## config.mk

```make
export PLATFORM = sky130hd
export DESIGN_NAME = vme_slave_ctrl
export DESIGN_NICKNAME = d
export VERILOG_FILES = /design/src/rtl/vme_slave_ctrl.sv
export SDC_FILE = /design/constraint.sdc
export NUM_CORES = 1
export LEC_CHECK = 0
export ABC_AREA = 0
export CORE_MARGIN = 2
export CORE_UTILIZATION = 48
export CTS_BUF_LIST = sky130_fd_sc_hd__clkbuf_8
export CTS_CLUSTER_SIZE = 20
export DETAILED_ROUTE_END_ITERATION = 7
export PLACE_DENSITY = 0.88
export SYNTH_ARGS = -nofsm -noshare
export SYNTH_HDL_FRONTEND = slang
export SYNTH_SLANG_ARGS = --single-unit
```

## constraint.sdc

```tcl
create_clock -name CLK -period 2.5 [get_ports CLK]
set_input_delay 0.5 -clock CLK [delete_from_list [all_inputs] [get_ports CLK]]
set_output_delay 0.5 -clock CLK [all_outputs]
set_load 0.02 [all_outputs]
```

## src/rtl/vme_slave_ctrl.sv

```systemverilog
`default_nettype none
// ============================================================================
// Module  : vme_slave_ctrl
// Purpose : VME A16/D16 slave bus-cycle controller for the control register
//           block. Synchronises the VME strobes, latches address and AM,
//           qualifies the cycle with the external decoder hit, issues
//           single-cycle register read/write strobes and runs the DTACK
//           handshake. Non-hit, wrong-AM, byte and timed-out cycles are
//           left unanswered so the crate bus timer ends them.
// Ports   : CLK, nRESET (async active-low)
//           VME_AS_N, VME_DS0_N, VME_DS1_N, VME_WRITE_N  - async bus strobes
//           VME_AM[5:0], VME_A[15:1], VME_D_IN[15:0]     - bus inputs
//           ADDR[15:0]      - latched address to the register decoder
//           ADDR_HIT        - OR of all decoder selects
//           RD_DATA[15:0]   - register mux data, valid 1 cycle after RD_STB
//           WR_DATA[15:0], WR_STB, RD_STB - register file interface
//           VME_D_OUT[15:0], VME_D_OE     - read data to bus transceiver
//           VME_DTACK_N, VME_DTACK_OE     - DTACK level and drive enable
// Revision: 1.0 - initial release
// ============================================================================
module vme_slave_ctrl #(
   parameter int         SYNC_STAGES = 2,
   parameter logic [5:0] AM_SUP      = 6'h2D,
   parameter logic [5:0] AM_USR      = 6'h29,
   parameter int         DTACK_DELAY = 2,
   parameter int         DS_TIMEOUT  = 255
) (
   input  logic        CLK,
   input  logic        nRESET,
   input  logic        VME_AS_N,
   input  logic        VME_DS0_N,
   input  logic        VME_DS1_N,
   input  logic        VME_WRITE_N,
   input  logic [5:0]  VME_AM,
   input  logic [15:1] VME_A,
   input  logic [15:0] VME_D_IN,
   output logic [15:0] ADDR,
   input  logic        ADDR_HIT,
   input  logic [15:0] RD_DATA,
   output logic [15:0] WR_DATA,
   output logic        WR_STB,
   output logic        RD_STB,
   output logic [15:0] VME_D_OUT,
   output logic        VME_D_OE,
   output logic        VME_DTACK_N,
   output logic        VME_DTACK_OE
);

   localparam int c_CNT_MAX = (DS_TIMEOUT > DTACK_DELAY) ? DS_TIMEOUT : DTACK_DELAY;
   localparam int c_CNT_W   = $clog2(c_CNT_MAX + 1);
   localparam logic [c_CNT_W-1:0] c_TIMEOUT = c_CNT_W'(DS_TIMEOUT);
   localparam logic [c_CNT_W-1:0] c_DELAY   = c_CNT_W'(DTACK_DELAY);
   localparam logic [c_CNT_W-1:0] c_ONE     = c_CNT_W'(1);

   // Synchroniser bit order: {WRITE_N, DS1_N, DS0_N, AS_N}.
   // AS resets to the asserted level so that an AS already held low when
   // reset is released never looks like a fresh falling edge.
   localparam logic [3:0] c_SYNC_RST = 4'b1110;

   typedef enum logic [3:0] {
      S_IDLE      = 4'd0,
      S_DECODE    = 4'd1,
      S_WAIT_DS   = 4'd2,
      S_DS_SETTLE = 4'd3,
      S_STROBE    = 4'd4,
      S_DELAY     = 4'd5,
      S_ACK       = 4'd6,
      S_RELEASE   = 4'd7,
      S_IGNORE    = 4'd8
   } state_t;

   state_t                          r_state;
   logic [SYNC_STAGES-1:0][3:0]     r_sync;
   logic                            r_as_prev;
   logic [5:0]                      r_am;
   logic                            r_is_write;
   logic [c_CNT_W-1:0]              r_cnt;

   logic w_as_n, w_ds0_n, w_ds1_n, w_wr_n, w_as_fall, w_am_ok;

   assign w_as_n    = r_sync[SYNC_STAGES-1][0];
   assign w_ds0_n   = r_sync[SYNC_STAGES-1][1];
   assign w_ds1_n   = r_sync[SYNC_STAGES-1][2];
   assign w_wr_n    = r_sync[SYNC_STAGES-1][3];
   assign w_as_fall = r_as_prev & ~w_as_n;
   assign w_am_ok   = (r_am == AM_SUP) || (r_am == AM_USR);

   // Strobe synchronisers and AS edge history.
   always_ff @(posedge CLK or negedge nRESET) begin
      if (!nRESET) begin
         r_sync    <= {SYNC_STAGES{c_SYNC_RST}};
         r_as_prev <= 1'b0;
      end else begin
         if (SYNC_STAGES > 1)
            r_sync <= {r_sync[SYNC_STAGES-2:0], {VME_WRITE_N, VME_DS1_N, VME_DS0_N, VME_AS_N}};
         else
            r_sync <= {VME_WRITE_N, VME_DS1_N, VME_DS0_N, VME_AS_N};
         r_as_prev <= w_as_n;
      end
   end

   // Bus-cycle FSM; every output is registered.
   always_ff @(posedge CLK or negedge nRESET) begin
      if (!nRESET) begin
         r_state      <= S_IDLE;
         r_am         <= '0;
         r_is_write   <= 1'b0;
         r_cnt        <= '0;
         ADDR         <= '0;
         WR_DATA      <= '0;
         VME_D_OUT    <= '0;
         WR_STB       <= 1'b0;
         RD_STB       <= 1'b0;
         VME_D_OE     <= 1'b0;
         VME_DTACK_N  <= 1'b1;
         VME_DTACK_OE <= 1'b0;
      end else begin
         WR_STB <= 1'b0;
         RD_STB <= 1'b0;
         case (r_state)
            S_IDLE: begin
               if (w_as_fall) begin
                  ADDR    <= {VME_A, 1'b0};
                  r_am    <= VME_AM;
                  r_state <= S_DECODE;
               end
            end
            S_DECODE: begin
               if (w_as_n)
                  r_state <= S_IDLE;
               else if (!w_am_ok || !ADDR_HIT)
                  r_state <= S_IGNORE;
               else begin
                  r_cnt   <= '0;
                  r_state <= S_WAIT_DS;
               end
            end
            S_WAIT_DS: begin
               if (w_as_n)
                  r_state <= S_IDLE;
               else if (!w_ds0_n || !w_ds1_n)
                  r_state <= S_DS_SETTLE;
               else if (r_cnt == c_TIMEOUT)
                  r_state <= S_IGNORE;
               else
                  r_cnt <= r_cnt + c_ONE;
            end
            S_DS_SETTLE: begin
               // One extra cycle lets the second DS arrive; a lone DS is a
               // byte access, which this block does not answer.
               if (w_as_n)
                  r_state <= S_IDLE;
               else if (!w_ds0_n && !w_ds1_n) begin
                  r_is_write <= ~w_wr_n;
                  if (w_wr_n)
                     RD_STB <= 1'b1;
                  else begin
                     WR_STB  <= 1'b1;
                     WR_DATA <= VME_D_IN;
                  end
                  r_state <= S_STROBE;
               end else
                  r_state <= S_IGNORE;
            end
            S_STROBE: begin
               r_cnt   <= c_DELAY;
               r_state <= S_DELAY;
            end
            S_DELAY: begin
               // RD_DATA is valid on the first DELAY cycle; capture it there
               // and enable the transceiver together with the valid data.
               if (!r_is_write && (r_cnt == c_DELAY)) begin
                  VME_D_OUT <= RD_DATA;
                  VME_D_OE  <= 1'b1;
               end
               if (r_cnt <= c_ONE) begin
                  VME_DTACK_N  <= 1'b0;
                  VME_DTACK_OE <= 1'b1;
                  r_state      <= S_ACK;
               end else
                  r_cnt <= r_cnt - c_ONE;
            end
            S_ACK: begin
               if (w_ds0_n && w_ds1_n) begin
                  VME_DTACK_N <= 1'b1;   // actively drive high for one cycle
                  VME_D_OE    <= 1'b0;
                  r_state     <= S_RELEASE;
               end
            end
            S_RELEASE: begin
               VME_DTACK_OE <= 1'b0;
               r_state      <= S_IDLE;
            end
            S_IGNORE: begin
               if (w_as_n)
                  r_state <= S_IDLE;
            end
            default: r_state <= S_IDLE;
         endcase
      end
   end

endmodule
`default_nettype wire
```

-- Yosys cells after proc, flatten, opt, wreduce, memory -nomap -nowiden
Cells that the tools add are included.
- add/sub/neg operators: 2
- multiply operators: 0
- div/mod/pow operators: 0
- magnitude comparators: 1
- eq/ne operators: 24
- shift operators: 0
- mux-type cells: 35
- bitwise gates (word level): 3
- reductions and logical operators: 24
- operators by type and width (cell ; number):
    8-bit 2-to-1 mux ; 6
    4-bit 2-to-1 mux ; 11
    4-bit case mux with 8 select lines ; 1
    8-bit case mux with 4 select lines ; 1
    2-bit inequality test (second input constant) ; 11
    4-bit by 3-bit equality test with 1-bit output (second input constant) ; 4
    1-bit 2-to-1 mux ; 13
    6-bit equality test (second input constant) ; 2
    3-bit AND reduction ; 3
    8-bit by 1-bit adder with 8-bit output (second input constant) ; 1
    4-bit by 2-bit equality test with 1-bit output (second input constant) ; 2
    8-bit by 2-bit equality test with 1-bit output (second input constant) ; 1
    8-bit equality test (second input constant) ; 1
    8-bit by 1-bit <= comparator with 1-bit output (second input constant) ; 1
    8-bit by 1-bit subtractor with 8-bit output (second input constant) ; 1
    7-bit AND reduction ; 1
    1-bit case mux with 2 select lines ; 3
    2-bit AND reduction ; 3
    1-bit logical NOT ; 5
    5-bit AND reduction ; 1
    4-bit by 1-bit equality test with 1-bit output (second input constant) ; 1
    4-bit equality test (second input constant) ; 1
    4-bit logical NOT ; 1
    4-bit inequality test (second input constant) ; 1
    7 further kinds ; 13
- register bits: 80
- latch bits: 0
- RAM bits: 0
- bits in read-only memories: 0
- output and inout bits: 53
- logic and storage cells: 104
- memories kept: 0

-- Longest topological paths before layout
- depth after elaboration: 7
- depth in mapped cells: 7
- gate-level depth less buffers: 7

-- Worst setup path after synthesis
Ideal clock, no wire load.
- path kind: register to register
- start: register r_state[2]
- end: register WR_DATA[10]
- data arrival time: 1.708 ns
- data required time: 2.375 ns
- path slack: 0.667 ns
- cell stages (with the launch flop): 7
- cell sequence: dfrtp_1 -> buf_4 -> nor3_1 -> nand3_1 -> nor2_4 -> buf_6 -> mux2_2
- longest elaborated chain between the ends: 2
- RTL lines (what ; line ; RTL):
    start: declaration ; 72 ; state_t r_state;
    start signal: assignment ; 105 ; r_state <= S_IDLE;
    start signal: assignment ; 125 ; r_state <= S_DECODE;
    start signal: assignment ; 130 ; r_state <= S_IDLE;
    4-bit by 2-bit equality test with 1-bit output ; 120 ; case (r_state)
    4-bit AND reduction (no line) ; - ;
    end signal: assignment ; 110 ; WR_DATA <= '0;
    end signal: assignment ; 159 ; WR_DATA <= VME_D_IN;
    end: declaration ; 40 ; output logic [15:0] WR_DATA,
Every way passes these cells.
A chain may end at the register's enable or synchronous reset.

-- Final worst setup path
- start: register r_state[0]
- end: register VME_D_OUT[13]
- longest elaborated chain between the ends: 2
- RTL lines (what ; line ; RTL):
    4-bit by 3-bit equality test with 1-bit output ; 120 ;
    2-bit AND reduction (no line) ; - ;
    end signal: assignment ; 111 ; VME_D_OUT <= '0;
    end signal: assignment ; 173 ; VME_D_OUT <= RD_DATA;
    end: declaration ; 43 ; output logic [15:0] VME_D_OUT,
Every way passes these cells.

==> key figures <==
Status
  • Status: completed

Synthesis
  • Syn nets: 341
  • Synth warn: 0
  • Avg Inst Size Synth: 13.0 µm²
  • Post-synthesis cell count: 277
  • Netlist cell types: 61
  • Synth async-reset ratio: 100%
  • Seq/Total Area, Yosys: 55.0%
  • #FFs+latches synth: 79
  • Post-Syn Area: 3610 µm²
  • Synth Flop Type: dfrtp_1
  • Post-synth EDFFs: 0

Power
  • Internal power: 0.00260 W
  • Highest ir drop seen on vdd: 0.499 mV
  • Leakage: 2.16 nW
  • Comb pwr share: 29.8%
  • Clock network power share: 26.1%
  • Net Switching: 0.00124 W
  • Pwr/cell area: 767 nW/µm²
  • Sw Ratio: 32.2%
  • Seq pwr share: 44.2%

GRT
  • Met2 Use GR: 33.5%
  • Number of global-route vias before repair: 2839
  • GRT Total Usage: 20.4%
  • Initial antenna violation count: 0
  • Busiest grt layer: met2
  • Total congestion overflow: 0
  • Met3 Use GR: 6.09%
  • First-pass GRT wire length: 13500 µm
  • Met1 usage: 24.6%
  • Largest net degree at the start of global routing: 45

Die
  • Area of the die: 8230 µm²
  • Die X: 90.7 µm
  • Core area: 7250 µm²
  • Top-Level Pins: 113
  • Die height: 90.7 µm
  • # rows: 31
  • Starting Density: 49.8%

STA
  • Worst Tran Pin Value: 0.551 ns
  • Endpoints failing hold: 0
  • Slew headroom: 63.3%
  • Hold_ws: 0.124 ns
  • RSZ-0062 raised after global routing: false
  • Fin crit share: 84.6%
  • Max Clock Freq: 0.473 GHz
  • Minimum clock period: 2.12 ns
  • Max Clock Skew: 0.0171 ns
  • Setup Viol. Count Final: 0
  • Final worst slack: 0.385 ns
  • Setup TNS: 0 ns
  • Final slew viol count: 0

Finish
  • # nets final: 455
  • Final instance area: 5000 µm²
  • Number of fillers in the final layout: 517
  • Area Overhead vs Synth: 38.6%
  • Multi-input logic area: 1500 µm²
  • Antenna fix cells: 0
  • Reg area: 1990 µm²
  • Commonest non-fill, non-tap cell in the layout: clkdlybuf4s50_1
  • Non-Filler Instances: 495
  • Layout cells sized above 1: 25.0%
  • Most frequent cells in the layout: 109 x clkdlybuf4s50_1, 72 x dfrtp_1, 44 x mux2_2, 16 x nor2_1, 13 x nand2_1

Critical path
  • Max incr delay on CP: 0.58 ns
  • Crit-path max FO: 17
  • CP cell instances: inv_2 -> nor3_4 -> nand4b_4 -> mux2_4
  • CP arrival: 2.35 ns
  • Kind of critical path: register to register
  • Slowest CP cell: dfrtp_1
  • Crit path required time: 2.74 ns
  • R2R Setup Slk: 0.38 ns
  • Setup crit start kind: register
  • Reg-to-Reg End: VME_D_OUT[13]
  • Launch point of the worst reg-to-reg path: r_state[0]
  • Reg2reg path depth: 4
  • Worst Setup End Kind: register

Clock network
  • Post-CTS Hold Buffers: 0
  • Post-CTS Setup Repair Bufs: 0
  • TritonCTS Buffers: 9
  • CTS tree: yes
  • Clock-pin slew on the worst setup and hold paths: 0.10 ns
  • Skew-Pair Late Insertion Delay: 0.36 ns
  • Post-CTS Resized: 0
  • CTS Buffer Depth: 2
  • # H-tree levels: 3
  • Clock Sinks: 79
  • CTS root buffer: clkbuf_8

Routing
  • DR iter-0 viols: 101
  • Detailed-route wire length per cell: 16.2 µm
  • Vias per cell: 5.37
  • ANT nets after route: 0
  • First drt pass iteration count: 4
  • Post-Route WL: 8030 µm
  • Drt drc: 0
  • Via count: 2658

Placement
  • Placed inst area: 4800 µm²
  • Dpl cells: 479
  • Routability cong.: 0.904
  • Port bufs: 110
  • Pre-CTS setup slack: 0.294 ns
  • Hpwl dp: 5840 µm

Job
  • Max-cap violation count: 0

Min path
  • HP Class: input port to async pin
critical path: cells and delay by family, from the launching register on:
kind	cells	cell delay, ns
and+or+nand+nor	2	0.83
DFF	1	0.58
muxes	1	0.42
buffers and inverters	1	0.18
cell usage after synthesis (2+ instances only):
cell type,n,area share (%)
o21ai_1,2,0.28
dfstp_2,7,5.1
dfrtp_1,72,50
a32o_1,2,0.55
nand3_1,4,0.55
nand2_1,13,1.4
nor2_4,2,0.62
nand4_1,4,0.69
mux2_2,44,14
clkbuf_1,3,0.31
a22o_1,3,0.73
mux2_4,9,3.7
nand2b_1,3,0.52
and2_1,2,0.35
buf_4,3,0.62
a211oi_1,3,0.62
a2bb2oi_1,3,0.73
o22ai_1,4,0.69
nor3b_2,2,0.69
a221o_1,3,0.83
a21oi_1,4,0.55
nor2_1,16,1.7
or2_2,3,0.52
buf_6,4,1.2
o221ai_1,2,0.49
inv_1,5,0.52
o21ai_0,6,0.83
ha_1,4,1.4
buf_2,4,0.55
nor3_1,7,0.97
nor2b_1,4,0.69
layer usage:
layer / share of wire, % / routed length [µm]
met1: 41 / 3310
met2: 50 / 4010
met3: 6.0 / 478
met4: 2.8 / 225
met5: 0 / 0
registers in the layout, indices dropped and copies added (netlist names), 4 cells and up:
signal     cells
VME_D_OUT     16
r_state        4
ADDR          15
WR_DATA       16
r_am           5
r_sync         8
r_cnt          8
kinds of logic (layout without fill, tap and decap cells):
family / Yosys count / count (layout) / synth area share [%]
other: 1 / 1 / 0.104
xor gates and xnor gates: 2 / 2 / 0.485
DFF: 79 / 79 / 55.0
muxes: 54 / 54 / 17.7
AOI/OAI and AO/OA: 43 / 43 / 8.77
buffers and inverters: 20 / 139 / 3.36
and+or+nand+nor: 74 / 74 / 13.1
adders and majority gates: 4 / 4 / 1.39
how the worst max path moves through the flow:
stage | slack (ns) | to | startpoint
final | 0.38 | VME_D_OUT[13] | r_state[0]
after global routing | 0.21 | WR_DATA[3] | r_state[3]
after CTS | 0.38 | VME_D_OUT[13] | r_state[3]
after detailed placement | 0.29 | r_cnt[5] | ADDR_HIT
after global placement | 0.30 | r_cnt[5] | ADDR_HIT
after floorplan | 0.67 | WR_DATA[10] | r_state[2]
power by group through the flow:
stage / logic, W / clock network (W) / registers, W
floorplan: 0.000523 / 0 / 0.00183
global placement: 0.00112 / 0 / 0.00170
detailed placement: 0.00115 / 0 / 0.00171
CTS: 0.00115 / 0.00101 / 0.00169
global route: 0.00123 / 0.00106 / 0.00173
finish: 0.00114 / 0.000999 / 0.00169
through the flow:
stage | utilization, % | total power, W
3_5_place_dp | 66.2 | 0.00286
5_1_grt | 69.0 | 0.00402
3_3_place_gp | 66.2 | 0.00282
6_report | 69.0 | 0.00384
2_1_floorplan | - | 0.00235
4_1_cts | 69.0 | 0.00386
cell type report:
type,instances,area share [%]
clock buffer,9,2.48
clock inverter,7,1.60
inverter,6,0.450
multi-input combinational,178,30.0
sequential,79,39.7
tap,99,2.48
timing repair buffer,117,23.3
(Power assumes the default switching activity.)
